**src/rtl/shift_serdes_pkg.sv**
```systemverilog
// Shared definitions for the shift_serdes serial shift engine:
// FSM state encoding and bit-order selection constants.
package shift_serdes_pkg;

    // Frame state: waiting for a word, or shifting one out/in.
    typedef enum logic {
        ST_IDLE  = 1'b0,
        ST_SHIFT = 1'b1
    } state_e;

    // Bit-order selection values for the MSB_FIRST parameter.
    localparam bit ORDER_MSB = 1'b1;
    localparam bit ORDER_LSB = 1'b0;

endpackage

```
**src/rtl/shift_serdes_if.sv**
```systemverilog
// Handshake, serial and receive-side signals of shift_serdes bundled
// into one interface. The master drives words and serial input.
// The slave is the shift engine itself.
interface shift_serdes_if #(
    parameter int WIDTH = 8
);

    logic             en;
    logic [WIDTH-1:0] tx_data;
    logic             tx_valid;
    logic             tx_ready;
    logic             sin;
    logic             sout;
    logic             busy;
    logic [WIDTH-1:0] rx_data;
    logic             rx_valid;

    modport master (
        output en,
        output tx_data,
        output tx_valid,
        output sin,
        input  tx_ready,
        input  sout,
        input  busy,
        input  rx_data,
        input  rx_valid
    );

    modport slave (
        input  en,
        input  tx_data,
        input  tx_valid,
        input  sin,
        output tx_ready,
        output sout,
        output busy,
        output rx_data,
        output rx_valid
    );

endinterface

```
**src/rtl/shift_serdes_bitcnt.sv**
```systemverilog
// Bit counter for one shift_serdes frame. It counts enabled shift
// edges and flags the last bit position of the frame. Clear takes
// priority over enable, so the frame-ending edge returns it to zero.
module shift_serdes_bitcnt #(
    parameter int WIDTH = 8
) (
    input  logic clk,
    input  logic rst,
    input  logic clear,
    input  logic enable,
    output logic last
);

    localparam int CNT_W = $clog2(WIDTH);
    localparam logic [CNT_W-1:0] LAST_IDX = CNT_W'(WIDTH - 1);

    logic [CNT_W-1:0] cnt_q;
    logic [CNT_W-1:0] cnt_d;

    // Next count: clear wins, otherwise advance on enabled edges.
    always_comb begin
        cnt_d = cnt_q;
        if (clear) begin
            cnt_d = '0;
        end else if (enable) begin
            cnt_d = cnt_q + CNT_W'(1);
        end
    end

    // Counter register with synchronous reset.
    always_ff @(posedge clk) begin
        if (rst) begin
            cnt_q <= '0;
        end else begin
            cnt_q <= cnt_d;
        end
    end

    // High while the current bit is the final one of the frame.
    assign last = (cnt_q == LAST_IDX);

endmodule

```
**src/rtl/shift_serdes.sv**
```systemverilog
// Full-duplex parametrised shift engine. It accepts a parallel word
// and shifts it out on sout. At the same time it captures sin into the
// vacated end. After WIDTH enabled edges the register holds the
// received word. That word is published on rx_data with a one-cycle
// rx_valid pulse.
module shift_serdes
    import shift_serdes_pkg::*;
#(
    parameter int WIDTH     = 8,
    parameter bit MSB_FIRST = ORDER_MSB
) (
    input logic           clk,
    input logic           rst,
    shift_serdes_if.slave bus
);

    state_e           state_q;
    state_e           state_d;
    logic [WIDTH-1:0] shreg_q;
    logic [WIDTH-1:0] shreg_d;
    logic [WIDTH-1:0] rx_data_q;
    logic [WIDTH-1:0] rx_data_d;
    logic             rx_valid_q;
    logic             rx_valid_d;

    logic             shift_en;
    logic             last_bit;
    logic             cnt_clear;
    logic [WIDTH-1:0] shifted;

    // A shift happens only inside a frame, on edges where en is high.
    assign shift_en  = (state_q == ST_SHIFT) && bus.en;
    // Counter rests at zero while idle and restarts after the final bit.
    assign cnt_clear = (state_q == ST_IDLE) || (shift_en && last_bit);

    shift_serdes_bitcnt #(
        .WIDTH (WIDTH)
    ) u_bitcnt (
        .clk    (clk),
        .rst    (rst),
        .clear  (cnt_clear),
        .enable (shift_en),
        .last   (last_bit)
    );

    // Register contents after one shift in the configured bit order.
    always_comb begin
        shifted = shreg_q;
        if (MSB_FIRST) begin
            shifted = {shreg_q[WIDTH-2:0], bus.sin};
        end else begin
            shifted = {bus.sin, shreg_q[WIDTH-1:1]};
        end
    end

    // Next-state logic: IDLE loads a word, SHIFT moves one bit per
    // enabled edge, and the final bit publishes the received word.
    always_comb begin
        state_d    = state_q;
        shreg_d    = shreg_q;
        rx_data_d  = rx_data_q;
        rx_valid_d = 1'b0;
        case (state_q)
            ST_IDLE: begin
                if (bus.tx_valid) begin
                    shreg_d = bus.tx_data;
                    state_d = ST_SHIFT;
                end
            end
            ST_SHIFT: begin
                if (bus.en) begin
                    shreg_d = shifted;
                    if (last_bit) begin
                        rx_data_d  = shifted;
                        rx_valid_d = 1'b1;
                        state_d    = ST_IDLE;
                    end
                end
            end
            default: begin
                state_d = ST_IDLE;
            end
        endcase
    end

    // FSM and datapath registers. Reset aborts any frame in progress.
    always_ff @(posedge clk) begin
        if (rst) begin
            state_q    <= ST_IDLE;
            shreg_q    <= '0;
            rx_data_q  <= '0;
            rx_valid_q <= 1'b0;
        end else begin
            state_q    <= state_d;
            shreg_q    <= shreg_d;
            rx_data_q  <= rx_data_d;
            rx_valid_q <= rx_valid_d;
        end
    end

    assign bus.tx_ready = (state_q == ST_IDLE);
    assign bus.busy     = (state_q == ST_SHIFT);
    assign bus.rx_data  = rx_data_q;
    assign bus.rx_valid = rx_valid_q;
    // sout is forced low while idle so the link rests at zero.
    assign bus.sout     = (state_q == ST_SHIFT) ?
                          (MSB_FIRST ? shreg_q[WIDTH-1] : shreg_q[0]) : 1'b0;

endmodule
```
**src/flat_wrapper.sv**
```systemverilog
// flat-port wrapper written by rule: the top's interface ports become plain ports
module shift_serdes_flat import shift_serdes_pkg::*;
#(
    parameter int WIDTH     = 8,
    parameter bit MSB_FIRST = ORDER_MSB
)
  (clk, rst, bus_en, bus_tx_data, bus_tx_valid, bus_sin, bus_tx_ready, bus_sout, bus_busy, bus_rx_data, bus_rx_valid);
  shift_serdes_if #(.WIDTH(WIDTH)) bus_i ();
  input logic clk;
  input logic rst;
  input wire logic [$bits(bus_i.en)-1:0] bus_en;
  input wire logic [$bits(bus_i.tx_data)-1:0] bus_tx_data;
  input wire logic [$bits(bus_i.tx_valid)-1:0] bus_tx_valid;
  input wire logic [$bits(bus_i.sin)-1:0] bus_sin;
  output wire logic [$bits(bus_i.tx_ready)-1:0] bus_tx_ready;
  output wire logic [$bits(bus_i.sout)-1:0] bus_sout;
  output wire logic [$bits(bus_i.busy)-1:0] bus_busy;
  output wire logic [$bits(bus_i.rx_data)-1:0] bus_rx_data;
  output wire logic [$bits(bus_i.rx_valid)-1:0] bus_rx_valid;
  assign bus_i.en = bus_en;
  assign bus_i.tx_data = bus_tx_data;
  assign bus_i.tx_valid = bus_tx_valid;
  assign bus_i.sin = bus_sin;
  assign bus_tx_ready = bus_i.tx_ready;
  assign bus_sout = bus_i.sout;
  assign bus_busy = bus_i.busy;
  assign bus_rx_data = bus_i.rx_data;
  assign bus_rx_valid = bus_i.rx_valid;
  shift_serdes #(.WIDTH(WIDTH), .MSB_FIRST(MSB_FIRST)) u_core (.clk(clk), .rst(rst), .bus(bus_i));
endmodule
```
**config.mk**
```make
export PLATFORM = sky130hd
export DESIGN_NAME = shift_serdes_flat
export DESIGN_NICKNAME = d
export VERILOG_FILES = /design/src/rtl/shift_serdes_pkg.sv /design/src/rtl/shift_serdes_if.sv /design/src/rtl/shift_serdes_bitcnt.sv /design/src/rtl/shift_serdes.sv /design/src/flat_wrapper.sv
export SDC_FILE = /design/constraint.sdc
export NUM_CORES = 1
export LEC_CHECK = 0
export CAP_MARGIN = 30
export CORE_UTILIZATION = 46
export DETAILED_ROUTE_END_ITERATION = 10
export PLACE_DENSITY = 0.77
export SLEW_MARGIN = 10
export SYNTH_ARGS = -nofsm -noshare
export SYNTH_HDL_FRONTEND = slang
export SYNTH_SLANG_ARGS = --single-unit
```
**constraint.sdc**
```tcl
create_clock -name clk -period 2.3 [get_ports clk]
set_clock_uncertainty 0.1 [all_clocks]
set_input_delay 0.345 -clock clk [delete_from_list [all_inputs] [get_ports clk]]
set_output_delay 0.345 -clock clk [all_outputs]
set_load 0.02 [all_outputs]
```
==> results of run 1 <==
-- power by group through the flow --
stage | Clock, W | Combinational (W) | Sequential [W]
2_1_floorplan | 0 | 0.0000723 | 0.000399
6_report | 0.000178 | 0.000105 | 0.000395
3_3_place_gp | 0 | 0.000101 | 0.000402
5_1_grt | 0.000197 | 0.000113 | 0.000397
3_5_place_dp | 0 | 0.000104 | 0.000402
4_1_cts | 0.000181 | 0.000106 | 0.000394
-- cells by family (layout without fill, tap and decap cells) --
group	count (synthesis)	count (layout)	synth area share [%]
flip-flops	21	21	45.0
multiplexers	9	9	10.2
AND/OR/NAND/NOR	37	37	19.0
adder cells (fa/ha/maj)	3	3	4.02
buffers and inverters	7	32	5.22
AO/OA/AOI/OAI	19	19	16.6
-- worst max-delay path: cells and delay by family, from the launching register on --
kind / cells / cell delay [ns]
simple gates: 1 / 0.18
flops: 1 / 0.54
buf+inv: 1 / 0.60
-- synth_stat cells (all sizes together) --
master / n
mux2: 1
nand3: 1
buf: 4
nand2: 18
nor2: 10
and3: 1
a211oi: 8
ha: 3
clkbuf: 1
a21oi: 11
and2: 1
nor4b: 1
nand3b: 2
inv: 2
nor3: 1
dfxtp: 21
or2b: 1
mux2i: 8
nor3b: 1
-- routing by layer --
layer	vias to the layer above	part of all wire [%]	global-route usage (%)
met3	2	4.9	4.62
met2	19	45	28.3
li1	381	-	-
met1	355	49	25.7
met4	0	0.77	10.3
met5	-	0	0
-- flip-flops by register name, indices dropped and copies added, names as in the netlist --
name                   count
u_core.bus.rx_data         8
u_core.shreg_q             8
u_core.u_bitcnt.cnt_q      3
u_core.bus.busy            1
u_core.bus.rx_valid        1
-- worst min path at each step --
stage / start / to / slack (ns) / cells past startpoint
2_1_floorplan: u_core.u_bitcnt.cnt_q[1]$_SDFFE_PP0N_ / u_core.u_bitcnt.cnt_q[1]$_SDFFE_PP0N_ / 0.33 / 2
3_3_place_gp: u_core.bus.rx_data[0]$_SDFFE_PP0P_ / u_core.bus.rx_data[0]$_SDFFE_PP0P_ / 0.34 / 2
3_5_place_dp: u_core.bus.rx_data[5]$_SDFFE_PP0P_ / u_core.bus.rx_data[5]$_SDFFE_PP0P_ / 0.35 / 2
6_report: u_core.bus.rx_data[5]$_SDFFE_PP0P_ / u_core.bus.rx_data[5]$_SDFFE_PP0P_ / 0.36 / 2
4_1_cts: u_core.bus.rx_data[5]$_SDFFE_PP0P_ / u_core.bus.rx_data[5]$_SDFFE_PP0P_ / 0.37 / 2
5_1_grt: u_core.bus.rx_data[7]$_SDFFE_PP0P_ / u_core.bus.rx_data[7]$_SDFFE_PP0P_ / 0.38 / 2
-- layout make-up --
class / count / area, um^2
clock inverter: 1 / 5.00
clock buffer: 3 / 22.5
multi-input combinational: 68 / 465
sequential: 21 / 420
inverter: 2 / 7.51
timing repair buffer: 26 / 255
tap: 25 / 31.3
fill: 171 / 613
-- metrics by stage --
stage	area [um^2]	power (W)	std cells	util, %	hold WS, ns
2_1_floorplan	935	0.000471	96	-	0.335
3_3_place_gp	1180	0.000503	142	64.8	0.345
3_5_place_dp	1180	0.000506	142	64.8	0.350
4_1_cts	1210	0.000681	146	66.3	0.367
5_1_grt	1210	0.000706	146	66.3	0.383
6_report	1210	0.000677	146	66.3	0.363
==> results.json, run 1 <==
{
  "cts.clk_slew.worst_paths_ns": 0.12,
  "synth_cell_types": 23,
  "drc_errors": 0,
  "min_period_ns": 2.06,
  "internal_power_w": 0.000498,
  "vdd_drop_max_v": 0.000415,
  "io_pins": 25,
  "power_density_nw_per_um2": 561,
  "port_buffers": 24,
  "worstPathRequired_ns": 1.86,
  "diodes": 0,
  "synthCells": 96,
  "routed_wl_um": 1820,
  "antenna_found_initial": 0,
  "ant_nets": 0,
  "row_count": 15,
  "grt_pass1_vias": 650,
  "layout_commonest_cell": "clkdlybuf4s50_1",
  "ys_top_cells_by_area": "dfxtp_1, a211oi_2, mux2i_1",
  "die-area_um2": 2220,
  "fp.dieW_um": 47.1,
  "vias": 757,
  "drtPass1Iterations": 4,
  "fin_ws_ns": 0.237,
  "clock_latency_ns": 0.30,
  "fmax_mhz": 485,
  "end_kind": "primary output",
  "coreArea_um2": 1820,
  "setup_viol": 0,
  "crit_chain": "and2_1, clkdlybuf4s50_1",
  "gp_congestion": 0.810,
  "rsz0062_at_grt": "no",
  "tightestPinTransition_ns": 0.480,
  "grt_max_degree": 17,
  "status": "finished, final reports clean",
  "cts-root-buf": "clkbuf_4",
  "power_switching_w": 0.000179,
  "slowest_delay_ns": 0.60,
  "yosysTopAreaCellShare_pct": 45.0,
  "start_util_pct": 51.3,
  "setup_tns_ns": 0,
  "regToRegSetupSlack_ns": 0.85,
  "final_max_slew_viol_count": 0,
  "syn_area_per_cell_um2": 9.74,
  "post_cts_buffers": 0,
  "min_period_over_period_pct": 89.7,
  "yosysSeqAreaShare_pct": 45.0,
  "drt_iter0_markers": 9,
  "min_path_type": "register to register",
  "clock_sinks": 21,
  "setup.worst_path.end": "bus_sout",
  "pwr-share-seq_pct": 58.3,
  "final_cell_mix": "clkdlybuf4s50_1, dfxtp_1, nand2_1, a21oi_1",
  "area_growth_syn_to_layout_pct": 29.2,
  "vias_per_cell": 5.18,
  "worstSetupPathType": "register to primary output",
  "cp-start-kind": "register",
  "dpl_worst_slack_ns": 0.596,
  "tritoncts": "done",
  "reg2reg_to": "u_core.bus.rx_data[5]$_SDFFE_PP0P_",
  "post_cts_resized": 0,
  "critPathArrivalTime_ns": 1.62,
  "crit_slowest_cell": "clkdlybuf4s50_1",
  "cap_viol_max_count": 0,
  "cts.hold.buffers_added": 0,
  "power_frac_comb_pct": 15.4,
  "crit_fanout": 9,
  "htree_levels": 1,
  "post_route_cells_drive_above_1_share_pct": 15.7,
  "hpwl_um": 1290,
  "cts_buffer_depth": 2,
  "track_usage_pct": 19.1,
  "regToRegStartpoint": "u_core.u_bitcnt.cnt_q[0]$_SDFFE_PP0N_",
  "rr_worst_depth": 5,
  "p_clk_share_pct": 26.3,
  "cts_inserted_buffers": 3,
  "wl_per_cell_um": 12.4,
  "yosys_warnings": 0,
  "syn_nets": 112,
  "syn_area_um2": 935,
  "ys_ff_latch": 21,
  "grt_pass1_wl_um": 2840,
  "switching_share_pct": 26.4,
  "chipHeight_um": 47.1,
  "final_hold_viol_count": 0,
  "grt_overflow": 0,
  "power.leakage_nw": 0.447,
  "maxSlewHeadroom_pct": 67.9,
  "post-synth-top-area-cell": "dfxtp_1",
  "crit_path_start": "u_core.bus.busy$_SDFF_PP0_",
  "fin_nets": 138
}
Note: power is estimated with default switching activity, not from simulation.
==> run 2: changes to the inputs <==
- PLACE_DENSITY: 0.77 -> 0.8
==> run 2 against run 1 <==
Fmax rose by 0.56%. Utilization did not move. Final cell count did not move. Sequential power barely moved. Combinational power barely moved. Worst setup slack improved by 0.011 ns. Non-clock buffer count did not move. Global-route usage barely moved.
==> results.json, run 2 (same netlist as run 1, synthesis figures left out) <==
{
  "status": "finished, final reports clean",
  "fmax_mhz": 487,
  "cts.hold.buffers_added": 0,
  "setup_tns_ns": 0,
  "maxSlewHeadroom_pct": 75.9,
  "critPathArrivalTime_ns": 1.61,
  "cts_inserted_buffers": 3,
  "min_period_ns": 2.05,
  "power.leakage_nw": 0.447,
  "ant_nets": 0,
  "worstSetupPathType": "register to primary output",
  "holdPathStages": 2,
  "die-area_um2": 2220,
  "layout_commonest_cell": "clkdlybuf4s50_1",
  "track_usage_pct": 19.1,
  "power_density_nw_per_um2": 559,
  "hp-start": "u_core.bus.rx_data[7]$_SDFFE_PP0P_",
  "wl_per_cell_um": 12.0,
  "fillerInstances": 173,
  "dpl_worst_slack_ns": 0.535,
  "cts-root-buf": "clkbuf_4",
  "coreArea_um2": 1820,
  "clock_sinks": 21,
  "crit_path_start": "u_core.bus.busy$_SDFF_PP0_",
  "hpwl_um": 1330,
  "final_max_slew_viol_count": 0,
  "antenna_found_initial": 0,
  "rr_worst_depth": 5,
  "totalPowerFinal_w": 0.000675,
  "port_buffers": 24,
  "vdd_drop_max_v": 0.000343,
  "grt_pass1_vias": 683,
  "drt_iter0_markers": 9,
  "gp_congestion": 0.790,
  "row_count": 15,
  "cap_viol_max_count": 0,
  "grt_max_degree": 17,
  "min_path_type": "register to register",
  "vias_per_cell": 5.13,
  "crit_fanout": 10,
  "end_kind": "primary output",
  "min_period_over_period_pct": 89.2,
  "post_cts_buffers": 0,
  "tritoncts": "done",
  "final_cell_mix": "clkdlybuf4s50_1, dfxtp_1, nand2_1, a21oi_1",
  "diodes": 0,
  "io_pins": 25,
  "grt_overflow": 0,
  "rsz0062_at_grt": "no",
  "drtPass1Iterations": 4,
  "final_hold_viol_count": 0,
  "fin_nets": 138,
  "vias": 749,
  "worstPathRequired_ns": 1.86,
  "cts.clk_slew.worst_paths_ns": 0.11,
  "fp.dieW_um": 47.1,
  "setup_viol": 0,
  "area_growth_syn_to_layout_pct": 29.2,
  "cts_buffer_depth": 2,
  "tightestPinTransition_ns": 0.360,
  "cp-start-kind": "register",
  "routed_wl_um": 1750,
  "grt_pass1_wl_um": 2930,
  "clock_latency_ns": 0.30,
  "start_util_pct": 51.3,
  "regToRegStartpoint": "u_core.u_bitcnt.cnt_q[0]$_SDFFE_PP0N_",
  "post_cts_resized": 0,
  "drc_errors": 0,
  "whs_ns": 0.362,
  "post_route_cells_drive_above_1_share_pct": 15.7,
  "chipHeight_um": 47.1,
  "htree_levels": 1,
  "fin_ws_ns": 0.248
}
-- run 2: path summary, 6_finish.rpt --
| check | endpoint | slack [ns] |
|---|---|---|
| setup / recovery | bus_sout | 0.25 |
| setup reg to reg | u_core.bus.rx_data[1]$_SDFFE_PP0P_ | 0.83 |
| hold reg to reg | u_core.bus.rx_data[7]$_SDFFE_PP0P_ | 0.36 |
| hold / removal | u_core.bus.rx_data[7]$_SDFFE_PP0P_ | 0.36 |
-- run 2: layout make-up --
| type | instances | area (um^2) | area share, % |
|---|---|---|---|
| multi-input combinational | 68 | 465 | 38.5 |
| inverter | 2 | 7.51 | 0.622 |
| sequential | 21 | 420 | 34.8 |
| clock buffer | 3 | 22.5 | 1.87 |
| timing repair buffer | 26 | 255 | 21.1 |
| clock inverter | 1 | 5.00 | 0.415 |
| tap | 25 | 31.3 | 2.59 |
-- run 2: power breakdown --
group / internal [W] / switching (W)
registers: 0.000379 / 0.0000154
clock network: 0.0000649 / 0.000113
logic: 0.0000542 / 0.0000487
-- run 2: critical path, stage by stage, from the launching register on --
cell,delay [ns]
dfxtp_1,0.53
and2_1,0.18
clkdlybuf4s50_1,0.60
-- run 2: routing by layer --
metal	vias to the layer above	global-route usage [%]	wire length, um
li1	379	-	-
met1	344	25.6	819
met2	24	30.0	829
met3	2	3.46	81
met4	0	8.57	14
met5	-	0	0
-- run 2: stage by stage --
step / instance area [um^2] / instances / utilization (%)
2_1_floorplan: 935 / 96 / -
5_1_grt: 1210 / 146 / 66.3
4_1_cts: 1210 / 146 / 66.3
6_report: 1210 / 146 / 66.3
3_5_place_dp: 1180 / 142 / 64.8
3_3_place_gp: 1180 / 142 / 64.8
==> RTL change, RTL diff (config.mk and constraints of run 2) <==
`WIDTH` is set to 8 in 4 places; all go to 16.
--- a/src/rtl/shift_serdes_if.sv
+++ b/src/rtl/shift_serdes_if.sv
@@ -2,7 +2,7 @@
 // into one interface. The master drives words and serial input.
 // The slave is the shift engine itself.
 interface shift_serdes_if #(
-    parameter int WIDTH = 8
+    parameter int WIDTH = 16
 );
 
     logic             en;
--- a/src/rtl/shift_serdes_bitcnt.sv
+++ b/src/rtl/shift_serdes_bitcnt.sv
@@ -2,7 +2,7 @@
 // edges and flags the last bit position of the frame. Clear takes
 // priority over enable, so the frame-ending edge returns it to zero.
 module shift_serdes_bitcnt #(
-    parameter int WIDTH = 8
+    parameter int WIDTH = 16
 ) (
     input  logic clk,
     input  logic rst,
--- a/src/rtl/shift_serdes.sv
+++ b/src/rtl/shift_serdes.sv
@@ -6,7 +6,7 @@
 module shift_serdes
     import shift_serdes_pkg::*;
 #(
-    parameter int WIDTH     = 8,
+    parameter int WIDTH     = 16,
     parameter bit MSB_FIRST = ORDER_MSB
 ) (
     input logic           clk,
--- a/src/flat_wrapper.sv
+++ b/src/flat_wrapper.sv
@@ -1,7 +1,7 @@
 // flat-port wrapper written by rule: the top's interface ports become plain ports
 module shift_serdes_flat import shift_serdes_pkg::*;
 #(
-    parameter int WIDTH     = 8,
+    parameter int WIDTH     = 16,
     parameter bit MSB_FIRST = ORDER_MSB
 )
   (clk, rst, bus_en, bus_tx_data, bus_tx_valid, bus_sin, bus_tx_ready, bus_sout, bus_busy, bus_rx_data, bus_rx_valid);
Ports: changed (resized bus_rx_data and bus_tx_data); port bits go from 25 to 41. The function was not compared with the original's and may differ.
==> RTL change against run 2 <==
  * Final cell count grew 53%
  * Global-route usage grew 1.2 points
  * Fmax decreased by 0.89%
  * Largest power group unchanged
  * Largest cell class is now registers
  * Combinational power is 110% higher
  * Core utilization increased by 0.49 points
  * First-iteration DRC count rose to 3.2 times the old value
  * Sequential cell count increased by 17
  * Via count up 57%
  * Routed wire length rose by 81%
  * Synthesized area is 62% higher
  * Sequential power up 82%
  * Setup slack worse by 0.018 ns
  * Final area up 72%
  * Total power is 130% higher
==> RTL change: results (changes against run 2) <==
status: finished, final reports clean
post-synthesis xor/xnor area fraction: 1.154% (+1.2 points)
Worst Tran Pin Value: 0.6199 ns (+0.2595 ns)
post-DR wirelength/cell: 14.17 um (+19%)
clock latency on the worst-skew pair: 0.35 ns (+0.05 ns)
FF-to-FF setup slack: 0.61 ns (-0.22 ns)
hold path start: u_core.u_bitcnt.cnt_q[1]
vias in the first global route: 1179 (+73%)
Total Nets Final: 200 (+45%)
most area-consuming cells after synthesis: dfxtp_1 (50%), mux2i_1 (11%), a22o_1 (9.2%)
DRT iter0 DRCs: 29 (+20)
synth unique cells: 24 (+4.3%)
TritonCTS Buffers: 5 (+2)
mux share of post-synthesis cell area: 11.29% (+1.1 points)
Synth Area in Adders: 0.8244% (-3.2 points)
sequential fraction of the synthesis area: 50.12% (+5.1 points)
Synth top cells by count: dfxtp_1 (38), nor2_1 (18), a22o_1 (16), mux2i_1 (16), a211oi_2 (10)
Pleak: 0.0007864 uW (+76%)
hpwl dp: 2262 um (+69%)
Reg2Reg Capture Point: u_core.bus.rx_data[0]
Yosys warning count: 0 (unchanged)
share of layout cells above drive strength 1: 15.64% (-0.060 points)
Placed Cells: 215 (+51%)
CP Capture Point: bus_tx_ready
initial antenna violation count: 0 (unchanged)
routed via count: 1179 (+57%)
Worst Reg-to-Reg Cells: 4 (-1)
post-synthesis net count: 158 (+41%)
total track usage: 20.26% (+1.2 points)
htree depth: 2 (+1)
Max FO, Critical Path: 12 (+2)
first-pass GRT wire length: 5168 um (+76%)
Avg Cell Area, Syn: 11.16 um2 (+15%)
largest net degree at the start of global routing: 33 (+16)
-- RTL change: power by group --
| group | switching (uW) | total (uW) | leakage (uW) | internal, uW |
|---|---|---|---|---|
| logic | 110 | 220 | 0.000418 | 110 |
| clock network | 216 | 585 | 0.0000585 | 368 |
| registers | 26.3 | 719 | 0.000310 | 692 |
| total | 353 | 1520 | 0.000786 | 1170 |
-- RTL change: stage by stage --
stage | total power, uW | cell area (um2) | setup slack, ns | util [%] | hold slack, ns
2_1_floorplan | 874.3 | 1518 | 0.7480 | - | 0.3533
3_3_place_gp | 944.5 | 1962 | 0.3130 | 63.23 | 0.3655
3_5_place_dp | 953.5 | 1962 | 0.2656 | 63.23 | 0.3636
4_1_cts | 1536 | 2073 | 0.2189 | 66.81 | 0.3879
5_1_grt | 1588 | 2073 | 0.1647 | 66.81 | 0.4197
6_report | 1524 | 2073 | 0.2298 | 66.81 | 0.3865
-- RTL change: area by class of cell --
class	instances	area, um2
fill	281	1030
tap	44	55.05
clock inverter	2	60.06
timing repair buffer	46	457.9
inverter	1	3.754
clock buffer	6	51.30
multi-input combinational	86	684.4
sequential	38	760.7
-- RTL change: cell families (layout without fill, tap and decap cells) --
logic type                 after synthesis  in the layout
muxes                                   17             17
buffers and inverters                   12             55
DFF                                     38             38
AOI/OAI and AO/OA                       37             37
and+or+nand+nor                         29             29
xor gates and xnor gates                 2              2
adders and majority gates                1              1
-- RTL change: worst max-delay path, cell delays in order (launching register included) --
cell             delay [ns]
dfxtp_1                0.35
buf_4                  0.20
inv_2                  0.11
clkdlybuf4s50_1        0.61
-- RTL change: per-layer routing --
layer / global-route usage, % / vias up / part of all wire (%)
li1: - / 582 / -
met1: 21.80 / 572 / 43
met2: 36.28 / 21 / 52
met3: 6.550 / 4 / 3.6
met4: 8.163 / 0 / 0.98
met5: 0 / - / 0
